<file path="config.mk">
export PLATFORM = sky130hd
export DESIGN_NAME = demod_accumulator_flat
export DESIGN_NICKNAME = d
export VERILOG_FILES = /design/src/rtl/demod_accumulator_pkg.sv /design/src/rtl/demod_accumulator_if.sv /design/src/rtl/demod_accumulator_rx_strobe_gen.sv /design/src/rtl/demod_accumulator.sv /design/src/flat_wrapper.sv
export SDC_FILE = /design/constraint.sdc
export NUM_CORES = 1
export LEC_CHECK = 0
export ABC_AREA = 1
export CORE_MARGIN = 2
export CORE_UTILIZATION = 52
export DETAILED_ROUTE_END_ITERATION = 6
export MAX_ROUTING_LAYER = met4
export PLACE_DENSITY = 0.77
export SKIP_CTS_REPAIR_TIMING = 1
export SYNTH_ARGS = -nofsm -noshare
export SYNTH_HDL_FRONTEND = slang
export SYNTH_HIERARCHICAL = 1
export SYNTH_SLANG_ARGS = --single-unit
</file>
<file path="constraint.sdc">
create_clock -name i_coreClock -period 2.8 [get_ports i_coreClock]
set_input_delay 0.84 -clock i_coreClock [delete_from_list [all_inputs] [get_ports i_coreClock]]
set_output_delay 0.84 -clock i_coreClock [all_outputs]
set_load 0.02 [all_outputs]
</file>
<file path="src/rtl/demod_accumulator_pkg.sv">
// Shared types for the PW Doppler demod accumulator: carrier select codes and the
// quadrature mixing phase sequence.
package demod_accumulator_pkg;

  localparam logic [1:0] FREQ_8MHZ = 2'd0;
  localparam logic [1:0] FREQ_4MHZ = 2'd1;
  localparam logic [1:0] FREQ_2MHZ = 2'd2;

  // bit0 selects Q, bit1 selects subtraction
  typedef enum logic [1:0] {
    PH_POS_I = 2'd0,
    PH_POS_Q = 2'd1,
    PH_NEG_I = 2'd2,
    PH_NEG_Q = 2'd3
  } phase_e;

  function automatic phase_e phase_next(input phase_e p);
    return phase_e'(p + 2'd1);
  endfunction

endpackage

</file>
<file path="src/rtl/demod_accumulator_if.sv">
// Gate-result valid/ready channel from the demod accumulator to the Doppler filter stage.
interface demod_accumulator_if #(
  parameter int ACC_W = 24,
  parameter int CNT_W = 10
);
  logic                    valid;
  logic                    ready;
  logic signed [ACC_W-1:0] i_sum;
  logic signed [ACC_W-1:0] q_sum;
  logic [CNT_W-1:0]        n;
  logic                    sat;

  modport master (output valid, i_sum, q_sum, n, sat, input ready);
  modport slave  (input valid, i_sum, q_sum, n, sat, output ready);
endinterface

</file>
<file path="src/rtl/demod_accumulator_rx_strobe_gen.sv">
// Sample strobe and phase-restart generation: every cycle at 8 MHz, otherwise on RX_CLK
// rising edges, always gated by the demod window.
module rx_strobe_gen
  import demod_accumulator_pkg::*;
(
  input  logic       i_clk,
  input  logic       i_rst,
  input  logic [1:0] i_freq,
  input  logic       i_rx_clk,
  input  logic       i_demod_on,
  output logic       o_strobe,
  output logic       o_restart
);
  logic r_rx_q, r_demod_q;
  logic w_rx_rise;

  always_ff @(posedge i_clk) begin
    if (i_rst) begin
      r_rx_q    <= 1'b0;
      r_demod_q <= 1'b0;
    end else begin
      r_rx_q    <= i_rx_clk;
      r_demod_q <= i_demod_on;
    end
  end

  assign w_rx_rise = i_rx_clk & ~r_rx_q;
  assign o_strobe  = i_demod_on & ((i_freq == FREQ_8MHZ) | w_rx_rise);
  assign o_restart = i_demod_on & ~r_demod_q;
endmodule

</file>
<file path="src/rtl/demod_accumulator.sv">
// Range-gate I/Q accumulator: 4-phase quadrature mixing of ADC samples into saturating
// accumulators, latched to a valid/ready output two cycles after each RETRANSMIT.
module demod_accumulator
  import demod_accumulator_pkg::*;
#(
  parameter int ADC_W = 12,
  parameter int ACC_W = 24,
  parameter int CNT_W = 10
) (
  input  logic                    i_coreClock,
  input  logic                    i_reset,
  input  logic [1:0]              i_freq,
  input  logic                    i_rx_clk,
  input  logic                    i_demod_on,
  input  logic                    i_retransmit,
  input  logic signed [ADC_W-1:0] i_adc_data,
  demod_accumulator_if.master     o_res,
  output logic                    o_overrun
);
  localparam logic signed [ACC_W:0] MAXV = {2'b00, {(ACC_W-1){1'b1}}};
  localparam logic signed [ACC_W:0] MINV = {2'b11, {(ACC_W-1){1'b0}}};

  logic                    w_strobe, w_restart;
  phase_e                  w_ph_cur, r_phase, r_s1_ph;
  logic                    r_s1_vld;
  logic signed [ADC_W-1:0] r_s1_x;
  logic [1:0]              r_lat;
  logic signed [ACC_W-1:0] r_i, r_q, w_i_nxt, w_q_nxt;
  logic [CNT_W-1:0]        r_n, w_n_nxt;
  logic                    r_sat, w_sat_nxt;
  logic signed [ACC_W:0]   w_x, w_d;
  logic [ACC_W:0]          w_sum;
  logic                    r_vld, r_osat, r_ovr;
  logic signed [ACC_W-1:0] r_oi, r_oq;
  logic [CNT_W-1:0]        r_on;

  // Returns {clamped, value}; one extra bit of headroom makes the clamp test exact.
  function automatic logic [ACC_W:0] sat_add(input logic signed [ACC_W-1:0] a,
                                             input logic signed [ACC_W:0] d);
    logic signed [ACC_W:0] s;
    s = $signed({a[ACC_W-1], a}) + d;
    if (s > MAXV)      return {1'b1, MAXV[ACC_W-1:0]};
    else if (s < MINV) return {1'b1, MINV[ACC_W-1:0]};
    else               return {1'b0, s[ACC_W-1:0]};
  endfunction

  rx_strobe_gen u_strobe (
    .i_clk      (i_coreClock),
    .i_rst      (i_reset),
    .i_freq     (i_freq),
    .i_rx_clk   (i_rx_clk),
    .i_demod_on (i_demod_on),
    .o_strobe   (w_strobe),
    .o_restart  (w_restart)
  );

  assign w_ph_cur = w_restart ? PH_POS_I : r_phase;
  assign w_x      = (ACC_W+1)'(r_s1_x);
  assign w_d      = r_s1_ph[1] ? -w_x : w_x;
  assign w_sum    = sat_add(r_s1_ph[0] ? r_q : r_i, w_d);

  always_comb begin
    w_i_nxt   = r_i;
    w_q_nxt   = r_q;
    w_n_nxt   = r_n;
    w_sat_nxt = r_sat;
    if (r_s1_vld) begin
      if (r_s1_ph[0]) w_q_nxt = w_sum[ACC_W-1:0];
      else            w_i_nxt = w_sum[ACC_W-1:0];
      w_sat_nxt = r_sat | w_sum[ACC_W];
      if (r_n != '1) w_n_nxt = r_n + CNT_W'(1);
    end
  end

  always_ff @(posedge i_coreClock) begin
    if (i_reset) begin
      r_phase  <= PH_POS_I;
      r_s1_vld <= 1'b0;
      r_s1_x   <= '0;
      r_s1_ph  <= PH_POS_I;
      r_lat    <= '0;
      r_i      <= '0;
      r_q      <= '0;
      r_n      <= '0;
      r_sat    <= 1'b0;
      r_vld    <= 1'b0;
      r_oi     <= '0;
      r_oq     <= '0;
      r_on     <= '0;
      r_osat   <= 1'b0;
      r_ovr    <= 1'b0;
    end else begin
      r_s1_vld <= w_strobe;
      r_s1_x   <= i_adc_data;
      r_s1_ph  <= w_ph_cur;
      if (w_strobe)       r_phase <= phase_next(w_ph_cur);
      else if (w_restart) r_phase <= PH_POS_I;
      r_lat <= {r_lat[0], i_retransmit};
      // Latch takes the S2 sample of this edge, then the gate restarts from zero
      if (r_lat[1]) begin
        r_i    <= '0;
        r_q    <= '0;
        r_n    <= '0;
        r_sat  <= 1'b0;
        r_vld  <= 1'b1;
        r_oi   <= w_i_nxt;
        r_oq   <= w_q_nxt;
        r_on   <= w_n_nxt;
        r_osat <= w_sat_nxt;
        if (r_vld && !o_res.ready) r_ovr <= 1'b1;
      end else begin
        r_i   <= w_i_nxt;
        r_q   <= w_q_nxt;
        r_n   <= w_n_nxt;
        r_sat <= w_sat_nxt;
        if (r_vld && o_res.ready) r_vld <= 1'b0;
      end
    end
  end

  assign o_res.valid = r_vld;
  assign o_res.i_sum = r_oi;
  assign o_res.q_sum = r_oq;
  assign o_res.n     = r_on;
  assign o_res.sat   = r_osat;
  assign o_overrun   = r_ovr;
endmodule

</file>
<file path="src/flat_wrapper.sv">
// flat-port wrapper written by rule: the top's interface ports become plain ports
module demod_accumulator_flat import demod_accumulator_pkg::*;
#(
  parameter int ADC_W = 12,
  parameter int ACC_W = 24,
  parameter int CNT_W = 10
)
  (i_coreClock, i_reset, i_freq, i_rx_clk, i_demod_on, i_retransmit, i_adc_data, o_overrun, o_res_valid, o_res_i_sum, o_res_q_sum, o_res_n, o_res_sat, o_res_ready);
  demod_accumulator_if #(.ACC_W(ACC_W), .CNT_W(CNT_W)) o_res_i ();
  input  logic i_coreClock;
  input  logic i_reset;
  input  logic [1:0] i_freq;
  input  logic i_rx_clk;
  input  logic i_demod_on;
  input  logic i_retransmit;
  input  logic signed [ADC_W-1:0] i_adc_data;
  output logic o_overrun;
  output wire logic [$bits(o_res_i.valid)-1:0] o_res_valid;
  output wire logic [$bits(o_res_i.i_sum)-1:0] o_res_i_sum;
  output wire logic [$bits(o_res_i.q_sum)-1:0] o_res_q_sum;
  output wire logic [$bits(o_res_i.n)-1:0] o_res_n;
  output wire logic [$bits(o_res_i.sat)-1:0] o_res_sat;
  input wire logic [$bits(o_res_i.ready)-1:0] o_res_ready;
  assign o_res_valid = o_res_i.valid;
  assign o_res_i_sum = o_res_i.i_sum;
  assign o_res_q_sum = o_res_i.q_sum;
  assign o_res_n = o_res_i.n;
  assign o_res_sat = o_res_i.sat;
  assign o_res_i.ready = o_res_ready;
  demod_accumulator #(.ADC_W(ADC_W), .ACC_W(ACC_W), .CNT_W(CNT_W)) u_core (.i_coreClock(i_coreClock), .i_reset(i_reset), .i_freq(i_freq), .i_rx_clk(i_rx_clk), .i_demod_on(i_demod_on), .i_retransmit(i_retransmit), .i_adc_data(i_adc_data), .o_res(o_res_i), .o_overrun(o_overrun));
endmodule
</file>
# ---- After elaboration in Yosys (flattened, before gate mapping)
# Index checks and enable logic that the tools add are counted.
# W data, S select, Z words.
dict set report totals {
  ff_bits 141
  input_bits 20
  output_inout_bits 61
  word_cells 53
}
dict set report op_classes {
  addsub 4
  magnitude_cmp 2
  n_eq_ne 1
  muxes 15
  bitwise_logic 7
  n_reduce_logical 7
}
# cell n
set ops {}
lappend ops {{$mux W24} 5}
lappend ops {{$mux W25} 3}
lappend ops {{$add A24 B25 Y25} 1}
lappend ops {{$gt A25 B24 Y1 const B} 1}
lappend ops {{$lt A25 B24 Y1 const B} 1}
lappend ops {{$neg A12 Y25} 1}
lappend ops {{$mux W10} 2}
lappend ops {{$add A10 B1 Y10 const B} 1}
lappend ops {{$ne A10 B10 Y1 const B} 1}
lappend ops {{$mux W2} 2}
lappend ops {{$and A1 B1 Y1} 3}
lappend ops {{$mux W1} 3}
lappend ops {{$add A2 B1 Y2 const B} 1}
lappend ops {{$logic_and A1 B1 Y1} 2}
lappend ops {{$logic_not A2 Y1} 1}
lappend ops {{$not A1 Y1} 2}
lappend ops {{$or A1 B1 Y1} 2}
lappend ops {{$reduce_and A2 Y1} 1}
lappend ops {{$reduce_bool A2 Y1} 1}
lappend ops {{$reduce_or A2 Y1} 1}
lappend ops {{$logic_not A1 Y1} 1}

# ---- Logic depth before layout (Yosys ltp)
dict set report depth {
  depth_word 8
  ltp_mapped 25
  ltp_nobuf 24
}

# ---- Hierarchy
# Netlist, hierarchy kept.
# mod instances cells_per_inst area_each_um2 seq_area_each_um2
set modules_own_cells {}
lappend modules_own_cells {demod_accumulator 1 1129 7663.6 2782.7}
lappend modules_own_cells {rx_strobe_gen 1 13 86.3 40.0}

# ---- Worst setup path after synthesis
# Ideal clock, no wire load.
dict set report synth_timing {
  kind {register to register}
  from {register u_core.r_s1_x[0]}
  to {register u_core.r_oi[17] (netlist: u_core/o_res.i_sum[17])}
  setup_ns 0.114
  arrival_time_ns 2.896
  required_ns 2.686
  path_slack_ns -0.210
  stages_incl_launch_ff 22
  path_buffers 1
  synth_period_minus_slack_ns 3.010
  cell_sequence {dfxtp_1 -> nor3_1 -> nand3_1 -> nor3_1 -> nand4_1 -> nand2_1 -> xor2_1 -> inv_1 -> ha_1 -> a21oi_1 -> nand2_1 -> a21oi_1 -> nand2_2 -> nand2_2 -> nand3_1 -> nand2_2 -> nand2_4 -> buf_6 -> nand2_2 -> nand3_1 -> nand3_1 -> nand2_1}
}
dict set report synth_between {
  elab_chain_len 8
  word_cells_on_any_way 9
  cone_classes {2 x add/sub; 2 x order compare; 5 x mux}
}
# element line
set synth_rtl {}
lappend synth_rtl {{start: declaration} demod_accumulator.sv:26} ;# logic signed [ADC_W-1:0] r_s1_x;
lappend synth_rtl {{start signal: assignment} demod_accumulator.sv:94} ;# r_s1_x <= i_adc_data;
lappend synth_rtl {{$neg A12 Y25} demod_accumulator.sv:59} ;# assign w_d = r_s1_ph[1] ? -w_x : w_x;
lappend synth_rtl {{$mux W25 *} demod_accumulator.sv:59}
lappend synth_rtl {{$add A24 B25 Y25 *} demod_accumulator.sv:41} ;# s = $signed({a[ACC_W-1], a}) + d;
lappend synth_rtl {{$lt A25 B24 Y1} demod_accumulator.sv:43} ;# else if (s < MINV) return {1'b1, MINV[ACC_W-1:0]};
lappend synth_rtl {{$mux W25} demod_accumulator.sv:43}
lappend synth_rtl {{$mux W25 *} demod_accumulator.sv:42} ;# if (s > MAXV) return {1'b1, MAXV[ACC_W-1:0]};
lappend synth_rtl {{$mux W24 *} demod_accumulator.sv:68} ;# if (r_s1_ph[0]) w_q_nxt = w_sum[ACC_W-1:0];
lappend synth_rtl {{$mux W24 *} demod_accumulator.sv:67} ;# if (r_s1_vld) begin
lappend synth_rtl {{end signal: assignment} demod_accumulator.sv:106} ;# r_oi <= w_i_nxt;
lappend synth_rtl {{end: declaration} demod_accumulator.sv:34} ;# logic signed [ACC_W-1:0] r_oi, r_oq;
# Mark *: on every way between the ends. The rest lies on a longest branch, timed or not.
# A chain may end at the register's enable or synchronous reset.

# ---- Final worst setup path
dict set report layout_timing {
  from {register u_core.r_s1_x[2]}
  to {register u_core.r_osat (netlist: u_core/o_res.sat)}
}
dict set report layout_between {
  elab_chain_len 8
  word_cells_on_any_way 9
  cone_classes {2 x add/sub; 2 x order compare; 4 x mux; 1 x bitwise}
}
# element line
set layout_rtl {}
lappend layout_rtl {{$neg A12 Y25} demod_accumulator.sv:59}
lappend layout_rtl {{$mux W25 *} demod_accumulator.sv:59}
lappend layout_rtl {{$add A24 B25 Y25 *} demod_accumulator.sv:41}
lappend layout_rtl {{$lt A25 B24 Y1} demod_accumulator.sv:43}
lappend layout_rtl {{$mux W25} demod_accumulator.sv:43}
lappend layout_rtl {{$mux W25 *} demod_accumulator.sv:42}
lappend layout_rtl {{$or A1 B1 Y1 *} demod_accumulator.sv:70} ;# w_sat_nxt = r_sat | w_sum[ACC_W];
lappend layout_rtl {{$mux W1 *} demod_accumulator.sv:67}
lappend layout_rtl {{end signal: assignment} demod_accumulator.sv:109} ;# r_osat <= w_sat_nxt;
lappend layout_rtl {{end: declaration} demod_accumulator.sv:33} ;# logic r_vld, r_osat, r_ovr;
# Marks and branches as above.

==> results.py <==
metrics = {
    "run_status": {
        "status": "finished with violations",
        "violations": "setup timing",
    },
    "placement": {
        "dpl.hpwl_um": 14900,
        "place.gp.congestion": 0.923,
        "dpl_cell_area_sq_mm": 0.00956,
        "portBuffers": 80,
    },
    "pwr": {
        "power.total_w": 0.00540,
        "ir_worst_vdd_v": 0.000484,
        "p_leak_nw": 5.09,
        "power_density_mw_per_mm2": 501,
    },
    "routing": {
        "num_vias": 7842,
        "detail_route.wirelength_um": 21800,
        "final_antenna_net_count": 0,
        "first_pass_iters": 5,
        "via_per_inst": 5.16,
        "drc": 0,
        "drt_iter0_drc": 561,
        "wl_per_cell_um": 14.3,
    },
    "hold_path": {
        "hp-class": "reg2reg",
    },
    "sta": {
        "setup-violations-final": 98,
        "fin_skew_ns": 0.00854,
        "drv_slew": 0,
        "max_freq_mhz": 317,
        "fin_ws_ns": -0.353,
        "rsz0062_at_grt": "true",
        "final-hold-violation-count": 0,
        "min_period_ns": 3.15,
        "maxSlewHeadroom_pct": 35.3,
        "worstMarginPinSlew_ns": 0.969,
        "min_period_over_period_pct": 113,
    },
    "setup_path": {
        "critPathArrivalTime_ns": 3.48,
        "crit_type": "reg2reg",
        "crit_path_max_fanout": 8,
        "startpoint_type": "flop",
        "endpoint_kind": "flop",
        "crit_required_ns": 3.12,
    },
    "synth": {
        "yosys.area.top_type": "dfxtp_1",
        "ys_seq_area_share_pct": 36.4,
        "synth_nets": 1190,
        "synth_cell_types": 36,
        "synth_enable_flop_cells": 0,
        "ys_ff_latch": 141,
        "syn_area_per_cell_sq_um": 6.79,
        "yosys_warnings": 6,
        "synth_area_sq_mm": 0.00775,
        "synth_top_area_share_pct": 36.4,
        "postSynthCellCount": 1142,
        "synth_area_leaders": "dfxtp_1 36%, nand2_1 17%, inv_1 6.5%",
        "ys.flop_type": "dfxtp_1",
        "postSynth.asyncResetShare_pct": 0,
    },
    "grt": {
        "antenna_found_initial": 0,
        "grt_max_degree": 42,
        "grt_pass1_wl_um": 33400,
        "gr-usage-all-layers_pct": 26.5,
        "first_global_vias": 7091,
        "grt_overflow": 0,
    },
    "floorplanning": {
        "dieWidth_um": 126,
        "die_h_um": 126,
        "start_util_pct": 53.3,
        "die_area_sq_mm": 0.0159,
        "rows": 44,
        "ios": 81,
        "coreArea_sq_mm": 0.0145,
    },
    "final_layout": {
        "final_cell_area_sq_mm": 0.0108,
        "layout-drive-gt1-share_pct": 27.2,
        "register_area_sq_mm": 0.00283,
        "diodes": 0,
        "nFillCells": 1103,
        "area_growth_pct": 39.1,
        "multi_input_area_sq_mm": 0.00473,
        "nets": 1371,
    },
    "clocking": {
        "clk_latency_ns": 0.43,
        "cts_tree": "yes",
        "clock-sinks": 141,
        "cts_buffers": 17,
        "cts.htree.levels": 4,
        "cts_buffer_depth": 2,
        "cts.clk_slew.worst_paths_ns": 0.06,
        "clockRootBuffer": "clkbuf_16",
    },
    "flow_run": {
        "max_cap_viol_count": 0,
    },
}
## registers in the layout, indices dropped and copies added, names as in the netlist, 2 cells and up
signal	cells
u_core/o_res.q_sum	24
u_core/r_n	10
u_core/r_phase	2
u_core/r_s1_ph	2
u_core/r_q	24
u_core/o_res.i_sum	24
u_core/r_s1_x	12
u_core/r_lat	2
u_core/o_res.n	10
u_core/r_i	24
## kinds of logic after synthesis
logic type               synth area share (%)
AND/OR/NAND/NOR                          39.7
buffers and inverters                    9.44
flip-flops                               36.4
AO/OA/AOI/OAI                            6.55
XOR/XNOR                                 3.28
adder cells (fa/ha/maj)                  4.62
## through the flow
step	hold WS, ns	util (%)	setup TNS [ns]	worst slack, ns	instances
6_report	0.408	74.2	-29.06	-0.353	1520
5_1_grt	0.439	74.2	-46.69	-0.537	1520
4_1_cts	0.412	69.9	-32.60	-0.392	1510
3_5_place_dp	0.404	65.8	-31.11	-0.378	1478
3_3_place_gp	0.391	65.8	-32.87	-0.396	1478
2_1_floorplan	0.388	-	-0.695	-0.0168	1142
## cell usage after synthesis, types with 6 or more instances
cell type / instances
xnor2_1: 8
nor2_1: 121
xor2_1: 21
dfxtp_1: 141
ha_1: 27
nand3_1: 84
a21oi_1: 32
nand3_2: 41
nand2_2: 23
clkbuf_1: 27
inv_1: 134
nand2_1: 355
buf_2: 6
nor3_1: 6
nand4_1: 8
o21ai_0: 47
or2_2: 23
## cells in the final DEF, fill, tap and decap left out, types with 3 or more instances in the layout
| master | count |
|---|---|
| a21oi_1 | 24 |
| a21oi_2 | 10 |
| buf_12 | 6 |
| buf_4 | 110 |
| clkbuf_16 | 21 |
| clkdlybuf4s50_1 | 80 |
| clkinv_4 | 3 |
| dfxtp_1 | 138 |
| dfxtp_2 | 3 |
| ha_1 | 22 |
| ha_4 | 4 |
| inv_1 | 131 |
| inv_2 | 6 |
| inv_6 | 4 |
| nand2_1 | 319 |
| nand2_2 | 51 |
| nand2_4 | 8 |
| nand3_1 | 47 |
| nand3_2 | 75 |
| nand3_4 | 3 |
| nand4_1 | 8 |
| nor2_1 | 113 |
| nor2_2 | 8 |
| nor2_4 | 6 |
| nor3_1 | 4 |
| o21ai_0 | 42 |
| o21ai_1 | 6 |
| o21bai_1 | 4 |
| or2_2 | 23 |
| xnor2_1 | 8 |
| xor2_1 | 19 |
## final timing paths
| kind | start | cells after the start | slack [ns] | end |
|---|---|---|---|---|
| max | u_core/r_s1_x[2] | 21 | -0.35 | u_core/o_res.sat |
| min | u_core/r_lat[0] | 2 | 0.41 | u_core/r_lat[1] |
| max reg2reg | u_core/r_s1_x[2] | 21 | -0.35 | u_core/o_res.sat |
| min reg2reg | u_core/r_lat[0] | 2 | 0.41 | u_core/r_lat[1] |
## power breakdown
part / total, W / switching, W / internal, W
sequential: 0.00208 / 0.0000257 / 0.00206
combinational: 0.00104 / 0.000596 / 0.000441
clock: 0.00228 / 0.000928 / 0.00135
total: 0.00540 / 0.00155 / 0.00385
## worst max-delay path: stages, from the launching register on
cell,delay [ns]
dfxtp_2,0.32
nor3_2,0.19
nand3_1,0.11
nor3_2,0.15
nand4_1,0.16
nand2_4,0.18
buf_4,0.14
a21oi_2,0.06
ha_4,0.26
a21oi_1,0.24
nand2_2,0.13
a21oi_4,0.22
nand3_2,0.11
nand2_2,0.09
nand2_4,0.07
nand2_8,0.16
buf_12,0.16
nand2_1,0.06
nand2_1,0.08
nand2_1,0.06
nand2_1,0.05
nand2_1,0.05
## area by class of cell
class                   instances  area share (%)
multi-input cells             823            43.8
well taps                     184            2.14
repair buffers                203            17.5
clock inverters                14            1.46
clock buffers                  18            4.07
flip-flops and latches        141            26.2
inverters                     137            4.77
## per-layer routing
metal	up-vias	share of wire (%)	GRT usage [%]	wire length [um]
li1	3924	-	-	-
met1	3619	45	34.0	9720
met2	262	48	42.6	10400
met3	37	5.4	3.95	1180
met4	0	2.1	9.44	450
met5	-	0	-	0
Power figures use the tool's default switching activity.
